## src/rtl/sa_pkg.sv

```systemverilog
// Shared definitions for the weight-stationary MAC array and its edge feeders.
package sa_pkg;

  localparam int SA_DATA_WIDTH = 16;
  localparam int SA_N          = 4;

  typedef enum logic [1:0] {
    IDLE   = 2'd0,
    STREAM = 2'd1,
    FLUSH  = 2'd2
  } feed_state_e;

endpackage

```

## src/rtl/sync_fifo.sv

```systemverilog
// Single-clock FIFO with a show-ahead read port and an occupancy count.
// DEPTH must be a power of two so the pointers wrap naturally.
module sync_fifo #(
  parameter  int WIDTH = 8,
  parameter  int DEPTH = 4,
  localparam int AW    = (DEPTH > 1) ? $clog2(DEPTH) : 1,
  localparam int CW    = $clog2(DEPTH + 1)
) (
  input  logic             clk,
  input  logic             rst_n,
  input  logic             push_i,
  input  logic [WIDTH-1:0] wr_data_i,
  input  logic             pop_i,
  output logic [WIDTH-1:0] rd_data_o,
  output logic [CW-1:0]    count_o
);

  logic [WIDTH-1:0] mem_q [DEPTH];
  logic [AW-1:0]    wr_ptr_q;
  logic [AW-1:0]    rd_ptr_q;
  logic [CW-1:0]    count_q;

  // NOTE: the storage array has no reset; the pointers and count alone decide
  // which entries are valid, so clearing them empties the FIFO.
  always_ff @(posedge clk) begin
    if (push_i) begin
      mem_q[wr_ptr_q] <= wr_data_i;
    end
  end

  // NOTE: sequential state uses non-blocking assignments so every register
  // samples its inputs from before the edge, regardless of statement order.
  always_ff @(posedge clk or negedge rst_n) begin
    if (!rst_n) begin
      wr_ptr_q <= '0;
      rd_ptr_q <= '0;
      count_q  <= '0;
    end else begin
      if (push_i) begin
        wr_ptr_q <= wr_ptr_q + AW'(1);
      end
      if (pop_i) begin
        rd_ptr_q <= rd_ptr_q + AW'(1);
      end
      case ({push_i, pop_i})
        2'b10:   count_q <= count_q + CW'(1);
        2'b01:   count_q <= count_q - CW'(1);
        default: count_q <= count_q;
      endcase
    end
  end

  assign rd_data_o = mem_q[rd_ptr_q];
  assign count_o   = count_q;

endmodule

```

## src/rtl/act_skew_feeder.sv

```systemverilog
// Left-edge activation feeder: buffers whole vectors, skews lane k by k array
// advances, drives the shared acc_en and zero-flushes after the last vector.
module act_skew_feeder
  import sa_pkg::*;
#(
  parameter int DATA_WIDTH = SA_DATA_WIDTH,
  parameter int N          = SA_N,
  parameter int DEPTH      = 4
) (
  input  logic                    clk,
  input  logic                    rstn,
  input  logic                    in_valid,
  output logic                    in_ready,
  input  logic [N*DATA_WIDTH-1:0] in_data,
  input  logic                    in_last,
  output logic [N*DATA_WIDTH-1:0] data_o,
  output logic                    acc_en_o,
  output logic                    busy_o,
  output logic                    done_o
);

  localparam int CW  = $clog2(DEPTH + 1);
  localparam int FCW = (N > 2) ? $clog2(N - 1) : 1;
  localparam logic [FCW-1:0] FLUSH_LAST = FCW'((N > 1) ? N - 2 : 0);

  logic [CW-1:0]         fifo_count;
  logic [N*DATA_WIDTH:0] fifo_rd;
  logic                  fifo_empty;
  logic                  push;
  logic                  pop;
  logic                  adv;
  logic                  pop_last;

  feed_state_e    state_q, state_d;
  logic [FCW-1:0] flush_cnt_q, flush_cnt_d;
  logic           done_pend_q, done_pend_d;
  logic           acc_en_q;
  logic           done_q;

  // Ready depends only on the registered count, never on a same-cycle pop.
  assign fifo_empty = (fifo_count == '0);
  assign in_ready   = (fifo_count < CW'(DEPTH));
  assign push       = in_valid && in_ready;
  assign pop_last   = fifo_rd[N*DATA_WIDTH];

  sync_fifo #(
    .WIDTH(N * DATA_WIDTH + 1),
    .DEPTH(DEPTH)
  ) u_fifo (
    .clk      (clk),
    .rst_n    (rstn),
    .push_i   (push),
    .wr_data_i({in_last, in_data}),
    .pop_i    (pop),
    .rd_data_o(fifo_rd),
    .count_o  (fifo_count)
  );

  // NOTE: every signal written here gets a default first, so no path leaves
  // one unassigned and no latch is inferred.
  always_comb begin
    state_d     = state_q;
    flush_cnt_d = flush_cnt_q;
    done_pend_d = 1'b0;
    adv         = 1'b0;
    pop         = 1'b0;
    case (state_q)
      IDLE, STREAM: begin
        if (!fifo_empty) begin
          adv = 1'b1;
          pop = 1'b1;
          if (!pop_last) begin
            state_d = STREAM;
          end else if (N == 1) begin
            state_d     = IDLE;
            done_pend_d = 1'b1;
          end else begin
            state_d = FLUSH;
          end
        end
      end
      FLUSH: begin
        adv = 1'b1;
        if (flush_cnt_q == FLUSH_LAST) begin
          state_d     = IDLE;
          flush_cnt_d = '0;
          done_pend_d = 1'b1;
        end else begin
          flush_cnt_d = flush_cnt_q + FCW'(1);
        end
      end
      default: state_d = IDLE;
    endcase
  end

  // done is delayed one extra cycle so it lands after acc_en has dropped.
  always_ff @(posedge clk or negedge rstn) begin
    if (!rstn) begin
      state_q     <= IDLE;
      flush_cnt_q <= '0;
      done_pend_q <= 1'b0;
      done_q      <= 1'b0;
      acc_en_q    <= 1'b0;
    end else begin
      state_q     <= state_d;
      flush_cnt_q <= flush_cnt_d;
      done_pend_q <= done_pend_d;
      done_q      <= done_pend_q;
      acc_en_q    <= adv;
    end
  end

  for (genvar k = 0; k < N; k++) begin : g_lane
    logic [DATA_WIDTH-1:0] head;
    logic [DATA_WIDTH-1:0] sr_q [k+1];

    assign head = (state_q == FLUSH) ? '0 : fifo_rd[k*DATA_WIDTH +: DATA_WIDTH];

    // Lane k is k+1 stages deep; all lanes move together so skew survives stalls.
    always_ff @(posedge clk or negedge rstn) begin
      if (!rstn) begin
        for (int i = 0; i <= k; i++) begin
          sr_q[i] <= '0;
        end
      end else if (adv) begin
        sr_q[0] <= head;
        for (int i = 1; i <= k; i++) begin
          sr_q[i] <= sr_q[i-1];
        end
      end
    end

    assign data_o[k*DATA_WIDTH +: DATA_WIDTH] = sr_q[k];
  end

  assign acc_en_o = acc_en_q;
  assign busy_o   = (state_q != IDLE);
  assign done_o   = done_q;

endmodule
```

## config.mk

```make
export PLATFORM = sky130hd
export DESIGN_NAME = act_skew_feeder
export DESIGN_NICKNAME = d
export VERILOG_FILES = /design/src/rtl/sa_pkg.sv /design/src/rtl/sync_fifo.sv /design/src/rtl/act_skew_feeder.sv
export SDC_FILE = /design/constraint.sdc
export NUM_CORES = 1
export LEC_CHECK = 0
export BUFFER_PORTS_ARGS = -buffer_cell sky130_fd_sc_hd__clkbuf_2
export CAP_MARGIN = 20
export CORE_ASPECT_RATIO = 1.75
export CORE_UTILIZATION = 40
export CTS_BUF_LIST = sky130_fd_sc_hd__clkbuf_2
export CTS_CLUSTER_SIZE = 16
export DETAILED_ROUTE_END_ITERATION = 8
export GPL_ROUTABILITY_DRIVEN = 1
export PLACE_DENSITY = 0.53
export SYNTH_ARGS = -nofsm -noshare
export SYNTH_HDL_FRONTEND = slang
export SYNTH_SLANG_ARGS = --single-unit
```

## constraint.sdc

```tcl
create_clock -name clk -period 3.5 [get_ports clk]
set_clock_uncertainty 0.05 [all_clocks]
set_input_delay 0.875 -clock clk [delete_from_list [all_inputs] [get_ports clk]]
set_output_delay 0.875 -clock clk [all_outputs]
set_load 0.05 [all_outputs]
```

Yosys cells after proc, flatten, opt, wreduce, memory -nomap -nowiden --
Memories as Yosys holds them, arrays and structs flattened. Index checks and enable logic that the tools add are counted.
Storage, ports and cells: register bits after elaboration 174, output and inout bits 68, memories 1, bits in writable memories 260, input port bits 68
Memory list:
- u_fifo.mem_q | depth 4, width 65, read ports 1, clocked after Yosys merged registers in 0, wr ports 1, RTL line sync_fifo.sv:18 | logic [WIDTH-1:0] mem_q [DEPTH];
Operators by class: reduce and logical (&&, ||, !) cells 7, muxes and demuxes 17, magnitude comparators 1, $add $sub $neg 5, equality and inequality tests 7
Operators with widths (number):
- 16-bit 2-to-1 mux | 4
- 2-bit 2-to-1 mux | 4
- 2-bit by 1-bit adder with 2-bit output (second input constant) | 3
- 2-bit == test (second input constant) | 3
- 1-bit 2-to-1 mux | 6
- 3-bit one-hot mux with 2 select lines | 1
- 2-bit by 1-bit == test with 1-bit output (second input constant) | 2
- 2-bit != test (second input constant) | 2
- 2-bit one-hot mux with 2 select lines | 1
- 2-bit nonzero test | 2
- 3-bit by 1-bit adder with 3-bit output (second input constant) | 1
- 3-bit logical NOT | 1
- 3-bit < comparator (second input constant) | 1
- 3-bit by 1-bit subtractor with 3-bit output (second input constant) | 1
- 2-bit logical NOT | 1
- 1-bit one-hot mux with 2 select lines | 1
- 2-bit AND reduction | 1
- 2-bit OR reduction | 1
- 1-bit logical AND | 1

Depth between registers and ports, before layout --
Gate-level depths: netlist of run 1.
word-level depth 5, depth in mapped cells 9, depth with buffers taken out 8

Cells and area by module --
Synthesis of run 1 repeated with hierarchy kept, for this count alone.
Second synthesis, totals: cells, all modules 792, area, all modules 16246.8 um^2
By module, submodules not included:
- sync_fifo | times used 1, area an instance 9801.9 um^2, cells each 374
- act_skew_feeder | times used 1, area an instance 6444.9 um^2, cells each 418

Worst setup path after synthesis of run 1 --
Ideal clock, no wire load.
path kind input port to flip-flop, from input port in_valid, to memory u_fifo.mem_q[0][0] (netlist name) (enable), slack 247 ps, setup time 430 ps, arrival 2773 ps, path buffers 1, cell stages on the path 3, required time 3020 ps, cell sequence nor2b_1 > clkbuf_1 > and2_1
Between the ends: cells in the longest elaborated chain, start to end 3
Ends and longest elaborated chain:
- start: declaration | RTL line act_skew_feeder.sv:12 | input logic in_valid,
- 1-bit logical AND | RTL line act_skew_feeder.sv:43 | assign push = in_valid && in_ready;
- 1-bit 2-to-1 mux | RTL line sync_fifo.sv:26 | if (push_i) begin
- 1-bit 2-to-1 mux (implied by the code) | RTL line sync_fifo.sv:27 | mem_q[wr_ptr_q] <= wr_data_i;
- end: declaration | RTL line sync_fifo.sv:18
No other way between the ends.

Final worst setup path of run 1 --
from register state_q[1], to output port busy_o
Between the ends: cells in the longest elaborated chain, start to end 1
Ends and longest elaborated chain:
- start: declaration | RTL line act_skew_feeder.sv:34 | feed_state_e state_q, state_d;
- start signal: assignment | RTL line act_skew_feeder.sv:105 | state_q <= state_d;
- 2-bit nonzero test | RTL line act_skew_feeder.sv:137 | assign busy_o = (state_q != IDLE);
- end: declaration | RTL line act_skew_feeder.sv:18 | output logic busy_o,
No other way between the ends.

==> metrics.md, run 1 <==
| Metric | Value |
|---|---|
| Worst EP arrival | `2.00 ns` |
| Fin Hold WS | `0.137 ns` |
| Vias in the first global route | `8853` |
| DRT Wirelength | `31.0 mm` |
| Total gr overflow | `0` |
| Lkg Pwr | `7.58 nW` |
| Die Wd | `154 µm` |
| Net count, final | `1095` |
| Initial Util | `40.5%` |
| DP Area | `0.0172 mm²` |
| #FFs+latches synth | `434` |
| Setup TNS | `0 ns` |
| First-pass GRT wire length | `49.2 mm` |
| DRC Markers | `0` |
| IO Port Bufs | `135` |
| Reg2Reg Depth | `8` |
| Fin crit share | `83.5%` |
| Most common cell after layout, fill and taps aside | `clkbuf_2` |
| Synthesis-to-finish area growth | `15.7%` |
| Wire length per cell | `19.4 µm` |
| Row count | `97` |
| TritonCTS Buffers | `97` |
| HP Class | `in -> reg` |
| Min cycle time layout | `2.92 ns` |
| CP Launch Type | `flop` |
| Unrepaired setup endpoints after global routing | `false` |
| Final Slew Violations | `0` |
| CP Class | `reg -> out` |
| Mean Syn Cell Area | `20.4 µm²` |
| Clk sinks | `434` |
| Critical path buffer and inverter count | `1` |
| # resized after CTS | `0` |
| Hold Fails Final Rpt | `0` |
| RR Endpoint | `u_fifo.count_o[2]` |
| Worst Setup EP | `busy_o` |
| GR Util All Layers | `15.8%` |
| RR Startpoint | `state_q[1]` |
| Worst-Margin Slew | `0.881 ns` |
| Cell Pwr Density | `864 mW/mm²` |
| Clk Latency, worst-skew pair | `0.95 ns` |
| Tot Pwr | `16.2 mW` |
| Worst slack at placement | `0.982 ns` |
| # setup viols final | `0` |
| Distinct cell type count after synthesis | `32` |
| Async SR Flop Fraction | `40.1%` |
| Clk buf depth | `3` |
| Highest-count cells in the layout ignoring fill and taps | `clkbuf_2, edfxtp_1, dfrtp_1` |
| Final instance area | `0.0187 mm²` |
| Vias per inst | `4.96` |
| Cell Area, Synth | `0.0162 mm²` |
| Synth Instances | `794` |
| Crit-path max FO | `7` |
| Critical Path RT | `2.57 ns` |
| Seq/Total Area, Yosys | `75.1%` |
| Top Ports | `136` |
| Top FF cell, synth | `edfxtp_1` |
| Placed wire-length estimate | `17.6 mm` |
| Worst path top cell family by delay | `flip-flops` |
| CP Depth | `2` |
| VDD IR max | `0.000412 V` |
| Core area | `0.0399 mm²` |
| CTS H-tree depth | `3` |
| Maximum clock rate | `342 MHz` |
| Post-synth EDFFs | `260` |
| Synthesis Warnings | `0` |
| Relative slew slack | `41.2%` |
| Hold buffers post-CTS | `63` |
| Via count | `7929` |
| Worst Setup End Kind | `output pin` |
| Setup ws final | `0.579 ns` |
| Final ANT Viol Nets | `0` |
| Largest net degree at the start of global routing | `81` |
| Root Driver | `clkbuf_2` |
| Worst Setup SP | `state_q[1]` |
| Share of layout cells above drive strength 1 | `44.0%` |
| Worst reg-to-reg setup slack | `1.17 ns` |
| Crit-path slowest cell | `dfrtp_1` |
| Post-CTS Setup Bufs | `0` |
| Post-synth net total | `868` |
| Cell Chain, Critical Path | `or2_2, clkbuf_2` |
| Max Cap Viol | `0` |
| CTS clk-pin slew, worst paths | `0.10 ns` |
| Run status | `finished, final reports clean` |
| CTS tree | `done` |
| Antenna violations before repair | `1` |
| Die Height | `268 µm` |
| Die area | `0.0413 mm²` |
| DR iter-0 viols | `266` |
| First-pass iteration count of the detailed router | `4` |
| GP Congestion | `0.672` |
| CP max stage delay | `0.49 ns` |
[flip-flops by register name, summed over array words and instances (netlist names), 2 cells and up]
name             flops
state_q              2
u_fifo.wr_ptr_q      2
data_o              48
u_fifo.count_o       3
u_fifo.rd_ptr_q      2
u_fifo.mem_q       260
flush_cnt_q          2
g_lane.sr_q        112
[cell families (layout without fill, tap and decap cells)]
| logic type | Yosys count | in the layout | synth area share [%] |
|---|---|---|---|
| compound gates | 70 | 70 | 3.77 |
| buf+inv | 96 | 405 | 3.63 |
| simple gates | 20 | 20 | 0.672 |
| other cells | 0 | 1 | 0 |
| xor+xnor | 6 | 6 | 0.325 |
| fa+ha+maj | 6 | 6 | 0.510 |
| mux | 162 | 162 | 16.0 |
| flops | 434 | 434 | 75.1 |
[through the flow]
step,std cells,utilization (%)
after global routing,1599,46.9
after floorplan,794,-
after CTS,1598,46.9
after detailed placement,1354,43.1
final,1599,46.9
after global placement,1354,43.1
[cells in the mapped netlist (2+ instances only)]
library cell | instances | area [µm²]
nand2_1 | 3 | 11.3
mux2_4 | 8 | 120
nor3_1 | 2 | 10.0
clkbuf_1 | 16 | 60.1
xnor2_1 | 3 | 26.3
nor2_1 | 3 | 11.3
mux2_2 | 87 | 980
dfrtp_1 | 174 | 4350
nand2b_1 | 2 | 12.5
buf_2 | 20 | 100
edfxtp_1 | 260 | 7810
nor2b_1 | 3 | 18.8
and2_1 | 4 | 25.0
o21ai_0 | 2 | 10.0
buf_6 | 2 | 22.5
xor2_1 | 3 | 26.3
inv_1 | 7 | 26.3
a22o_1 | 64 | 561
mux4_2 | 65 | 1460
buf_4 | 50 | 375
ha_1 | 5 | 62.6
[where the power goes]
part	internal, mW	switching, mW
clock network	1.22	1.93
logic	2.42	3.09
registers	6.77	0.761
total	10.4	5.78
[final cells by class]
class / count / area (µm²)
Antenna cell: 1 / 2.50
Clock buffer: 151 / 756
Fill cell: 3477 / 21200
Timing Repair Buffer: 216 / 1550
Tap cell: 495 / 619
Sequential cell: 434 / 12200
Clock inverter: 30 / 154
Multi-Input combinational cell: 264 / 3460
Inverter: 8 / 30.0
[worst min-delay path by stage]
| stage | start | end | slack, ns | depth (start not counted) |
|---|---|---|---|---|
| after floorplan | done_pend_q | done_o | 0.28 | 0 |
| after global placement | done_pend_q | done_o | 0.29 | 0 |
| after detailed placement | done_pend_q | done_o | 0.29 | 0 |
| after CTS | in_data[2] | u_fifo.mem_q[0][2] | 0.003 | 1 |
| after global routing | in_data[47] | u_fifo.mem_q[3][47] | 0.03 | 1 |
| final | in_data[2] | u_fifo.mem_q[3][2] | 0.14 | 1 |
[metal layers]
layer / up-vias / track usage [%] / routed length (µm)
li1: 3560 / - / -
met1: 4147 / 17.9 / 12400
met2: 177 / 28.5 / 16700
met3: 45 / 3.92 / 1240
met4: 0 / 6.35 / 632
met5: - / 0 / 0
(Power assumes the default switching activity.)
==> run 2, diff against run 1 <==
Clock period 3.5 ns to 3 ns, I/O delays scaled along.
==> run 2 against run 1 <==
Net effect:
- count of clock-buffer cells in the layout shrank 8
- combinational power grew 21%
- via count shrank 0.21%
- global-route usage grew 0.25 points
- total power grew 16%
- first-iteration DRC count grew 21%
- design area grew 0.45%
- die area is the same
- hold slack gained 0.057 ns
- setup slack lost 0.40 ns
- sequential share of layout area shrank 0.29 points
- sequential power grew 15%
- largest cell class unchanged
- largest power group unchanged
==> metrics.md, run 2 (synthesis gave the netlist of run 1 again) <==
| Metric | Value |
|---|---|
| Run status | `finished, final reports clean` |
| Most common cell after layout, fill and taps aside | `clkbuf_2` |
| Worst EP arrival | `2.02 ns` |
| Wire length per cell | `19.7 µm` |
| Placed wire-length estimate | `19.6 mm` |
| Synthesis-to-finish area growth | `16.3%` |
| Sequential power share | `46.0%` |
| Critical path buffer and inverter count | `1` |
| Lkg Pwr | `7.59 nW` |
| Row count | `97` |
| Grt met2 use | `28.9%` |
| Finished Core Util | `47.1%` |
| Vias per inst | `4.93` |
| VDD IR max | `0.000739 V` |
| GR Util All Layers | `16.1%` |
| TritonCTS Buffers | `97` |
| Initial Util | `40.5%` |
| Relative slew slack | `44.7%` |
| Multi-input gate area | `0.00346 mm²` |
| Setup TNS | `0 ns` |
| Setup ws final | `0.179 ns` |
| Crit-path max FO | `7` |
| Largest net degree at the start of global routing | `94` |
| DRC Markers | `0` |
| Cell Chain, Critical Path | `or2_2, clkbuf_2` |
| Clk sinks | `434` |
| HP Class | `in -> reg` |
| Highest-count cells in the layout ignoring fill and taps | `clkbuf_2, edfxtp_1, dfrtp_1` |
| Max Cap Viol | `0` |
| Final ANT Viol Nets | `0` |
| Clk buf depth | `3` |
| Vias in the first global route | `8683` |
| DRT Wirelength | `31.6 mm` |
| Worst-Margin Slew | `0.829 ns` |
| Maximum clock rate | `354 MHz` |
| Worst path top cell family by delay | `flip-flops` |
| # fillers | `3441` |
| Net count, final | `1102` |
| Clk Latency, worst-skew pair | `1.01 ns` |
| Post-CTS Setup Bufs | `0` |
| Unrepaired setup endpoints after global routing | `false` |
| First-pass GRT wire length | `49.5 mm` |
| GP Congestion | `0.679` |
| CP Class | `reg -> out` |
| Die Height | `268 µm` |
| WHS Path Cells | `3` |
| Critical Path RT | `2.20 ns` |
| CTS H-tree depth | `3` |
| Sw power | `6.79 mW` |
| Met3 GRT Util | `3.48%` |
| Logic pwr share | `35.3%` |
| First-pass iteration count of the detailed router | `4` |
| Worst Setup End Kind | `output pin` |
| CP Depth | `2` |
| Die Wd | `154 µm` |
| Worst slack at placement | `0.417 ns` |
| Reg with most FFs | `u_fifo.mem_q` |
| # setup viols final | `0` |
| Gr busiest metal | `met2` |
| Root Driver | `clkbuf_2` |
| Int Pwr | `12.0 mW` |
| IO Port Bufs | `135` |
| CP max stage delay | `0.50 ns` |
| Share of layout cells above drive strength 1 | `43.1%` |
| Crit-path slowest cell | `dfrtp_1` |
| Min cycle time layout | `2.82 ns` |
| Hold Fails Final Rpt | `0` |
| CP Launch Type | `flop` |
| Final Slew Violations | `0` |
| Antenna violations before repair | `2` |
| Largest register FFs | `260` |
| Reg2Reg Depth | `4` |
| Cell Pwr Density | `1000 mW/mm²` |
| Reg area | `0.0122 mm²` |
| Clock share of power | `18.7%` |
| Die area | `0.0413 mm²` |
| CTS clk-pin slew, worst paths | `0.12 ns` |
| Top Ports | `136` |
| Fin crit share | `94.0%` |
| M1 GR Usage | `18.3%` |
| DR iter-0 viols | `322` |
| CTS tree | `done` |
| Sw Share | `36.0%` |
| Via count | `7912` |
| Core area | `0.0399 mm²` |
| Total gr overflow | `0` |
## run 2: timing repair
| item | CTS | global route |
|---|---|---|
| endpoints found under the setup margin | 0 | 0 |
| hold buffers | 66 | 0 |
| resized for setup | 0 | 0 |
| endpoints found under the hold margin | 324 | 0 |
## run 2: power by group through the flow
stage / Clock, mW / Sequential, mW / Combinational [mW]
6_report: 3.53 / 8.65 / 6.65
3_5_place_dp: 0 / 8.81 / 6.74
5_1_grt: 4.00 / 8.83 / 7.15
3_3_place_gp: 0 / 8.77 / 6.64
2_1_floorplan: 0 / 8.79 / 5.29
4_1_cts: 3.71 / 8.68 / 6.84
## run 2: per-layer routing
| metal | vias up | wire [µm] |
|---|---|---|
| met1 | 4064 | 12600 |
| li1 | 3604 | - |
| met2 | 191 | 17000 |
| met3 | 53 | 1340 |
| met4 | 0 | 709 |
| met5 | - | 0 |
## run 2: final timing paths
path | from | end | slack (ns)
worst max-delay path | state_q[1] | busy_o | 0.18
worst min-delay path | in_valid | u_fifo.wr_ptr_q[0] | 0.19
worst max register to register | u_fifo.count_o[0] | data_o[47] | 0.88
worst min register to register | done_pend_q | done_o | 0.23
max in group asynchronous | rstn | data_o[47] | 1.93
min in group asynchronous | rstn | g_lane[3].sr_q[34] | 0.24
## run 2: worst reg2reg max path, cell delays in order (launching register included)
cell and delay [ns]:
dfrtp_1 0.43, or3_1 0.43, o21ai_4 0.21, buf_4 0.46
mux2_2 0.41
## run 2: cell type report
cell class	instances	area share [%]
flip-flops and latches	434	64.7
clock inverters	36	0.798
clock buffers	143	3.80
multi-input cells	264	18.4
diodes	3	0.0399
well taps	495	3.29
inverters	8	0.160
repair buffers	223	8.89
## run 2: per-stage QoR
stage	total power, mW	instances	instance area (µm²)	hold WS [ns]
floorplan	14.1	794	16200	0.281
global placement	15.4	1358	17300	0.290
detailed placement	15.6	1358	17300	0.287
CTS	19.2	1603	18800	0.116
global route	20.0	1606	18800	0.127
finish	18.8	1606	18800	0.194
==> run 3, diff against run 2 <==
Settings changed: CELL_PAD_IN_SITES_DETAIL_PLACEMENT set to 2, CELL_PAD_IN_SITES_GLOBAL_PLACEMENT set to 2, PLACE_DENSITY 0.53 to 0.66.
Clock period 3 ns to 2.75 ns, I/O delays scaled along.
==> run 3 against run 2 <==
Net effect:
- sequential power increased by 9.4%
- utilization is 0.21 points higher
- sequential share of layout area down 0.28 points
- total power up 12%
- combinational power is 13% higher
- first-iteration DRC count grew 12%
- hold slack got worse by 0.074 ns
- critical path depth is the same
- final cell count rose by 0.31%
- register-to-register slack lost 0.29 ns
- critical path type unchanged
- critical endpoint unchanged
- largest cell class unchanged
==> metrics.md, run 3 (synthesis gave the netlist of run 1 again) <==
| Metric | Value |
|---|---|
| Clk sinks | `434` |
| Most common cell after layout, fill and taps aside | `clkbuf_2` |
| Logic pwr share | `35.6%` |
| Share of layout cells above drive strength 1 | `43.8%` |
| Highest-count cells in the layout ignoring fill and taps | `clkbuf_2, edfxtp_1, dfrtp_1` |
| Lkg Pwr | `7.64 nW` |
| Critical Path RT | `2.01 ns` |
| Antenna violations before repair | `2` |
| Die area | `0.0413 mm²` |
| First-pass iteration count of the detailed router | `4` |
| TritonCTS Buffers | `99` |
| Synthesis-to-finish area growth | `16.8%` |
| Initial Util | `40.5%` |
| GP Congestion | `0.694` |
| Largest register FFs | `260` |
| Worst Setup End Kind | `output pin` |
| Sequential power share | `44.9%` |
| Clk buf depth | `3` |
| HP Class | `in -> reg` |
| Net count, final | `1103` |
| Vias per inst | `5.09` |
| Final ANT Viol Nets | `0` |
| Die Wd | `154 µm` |
| Root Driver | `clkbuf_2` |
| CP Launch Type | `flop` |
| Unrepaired setup endpoints after global routing | `false` |
| VDD IR max | `0.000527 V` |
| Reg with most FFs | `u_fifo.mem_q` |
| Sw power | `7.73 mW` |
| Crit-path max FO | `4` |
| CP Class | `reg -> out` |
| Worst EP arrival | `1.88 ns` |
| Worst-Margin Slew | `0.882 ns` |
| Hold Fails Final Rpt | `0` |
| Run status | `finished, final reports clean` |
| Fin Hold WS | `0.120 ns` |
| Maximum clock rate | `382 MHz` |
| Clock share of power | `19.5%` |
| Top Ports | `136` |
| Via count | `8202` |
| First-pass GRT wire length | `56.1 mm` |
| Int Pwr | `13.3 mW` |
| Worst slack at placement | `0.479 ns` |
| Vias in the first global route | `9654` |
| DRT Wirelength | `35.9 mm` |
| Die Height | `268 µm` |
| CTS H-tree depth | `3` |
| DR iter-0 viols | `362` |
| Sw Share | `36.7%` |
| Total gr overflow | `0` |
| Final Slew Violations | `0` |
| Row count | `97` |
| Placed wire-length estimate | `21.3 mm` |
| Setup ws final | `0.131 ns` |
| Fin crit share | `95.2%` |
| CTS tree | `done` |
| Max Cap Viol | `0` |
| # setup viols final | `0` |
| Setup TNS | `0 ns` |
| GR Util All Layers | `18.3%` |
| Relative slew slack | `41.2%` |
| Min cycle time layout | `2.62 ns` |
| Tot Pwr | `21.1 mW` |
| CTS clk-pin slew, worst paths | `0.11 ns` |
| DP Cell Count | `1356` |
| Non-filler cells, final | `1611` |
| DRC Markers | `0` |
| Clk Latency, worst-skew pair | `1.01 ns` |
| Wire length per cell | `22.3 µm` |
| Core area | `0.0399 mm²` |
| IO Port Bufs | `135` |
| Largest net degree at the start of global routing | `86` |
| Cell Pwr Density | `1110 mW/mm²` |
==> run 3: final timing paths <==
path	from	depth (start not counted)	endpoint	slack, ns
max reg2reg	u_fifo.count_o[1]	4	data_o[50]	0.59
min reg2reg	done_pend_q	0	done_o	0.33
max	state_q[0]	2	busy_o	0.13
min	in_valid	4	u_fifo.wr_ptr_q[0]	0.12
max in group asynchronous	rstn	3	data_o[45]	1.75
min in group asynchronous	rstn	2	g_lane[3].sr_q[59]	0.15
==> run 3: power groups by stage <==
stage | Sequential, mW | Combinational [mW] | Clock [mW]
3_3_place_gp | 9.52 | 7.35 | 0
3_5_place_dp | 9.64 | 7.53 | 0
2_1_floorplan | 9.59 | 5.77 | 0
5_1_grt | 9.64 | 8.07 | 4.58
6_report | 9.46 | 7.51 | 4.11
4_1_cts | 9.49 | 7.69 | 4.31
==> run 3: what timing repair did <==
action	in CTS	in global routing
setup endpoints to repair	1	0
setup buffers	1	0
hold buffers	66	0
gates resized for setup	3	0
endpoints found under the hold margin	434	0
==> run 3: per-stage QoR <==
step	cell area (µm²)	util [%]
after global routing	18900	47.3
after floorplan	16200	-
after detailed placement	17300	43.3
after global placement	17300	43.3
after CTS	18900	47.3
final	18900	47.3
==> run 3: worst max-delay path: stages, from the launching register on <==
cell and delay (ns):
dfrtp_1 0.42, or2_2 0.29, clkbuf_8 0.18
==> run 3: area by class of cell <==
type	instances	area, µm²
fill	3605	21000
sequential	434	12200
multi-input combinational	264	3460
timing repair buffer	222	1700
clock buffer	149	746
tap	495	619
clock inverter	37	179
inverter	8	30.0
antenna	2	5.00
==> run 3: routing by layer <==
layer | wire length [µm] | up-vias | share of wire, % | GRT usage, %
li1 | - | 3591 | - | -
met1 | 13600 | 4361 | 38 | 20.3
met2 | 20000 | 186 | 56 | 33.7
met3 | 1390 | 64 | 3.9 | 3.69
met4 | 950 | 0 | 2.6 | 7.95
met5 | 0 | - | 0 | 0
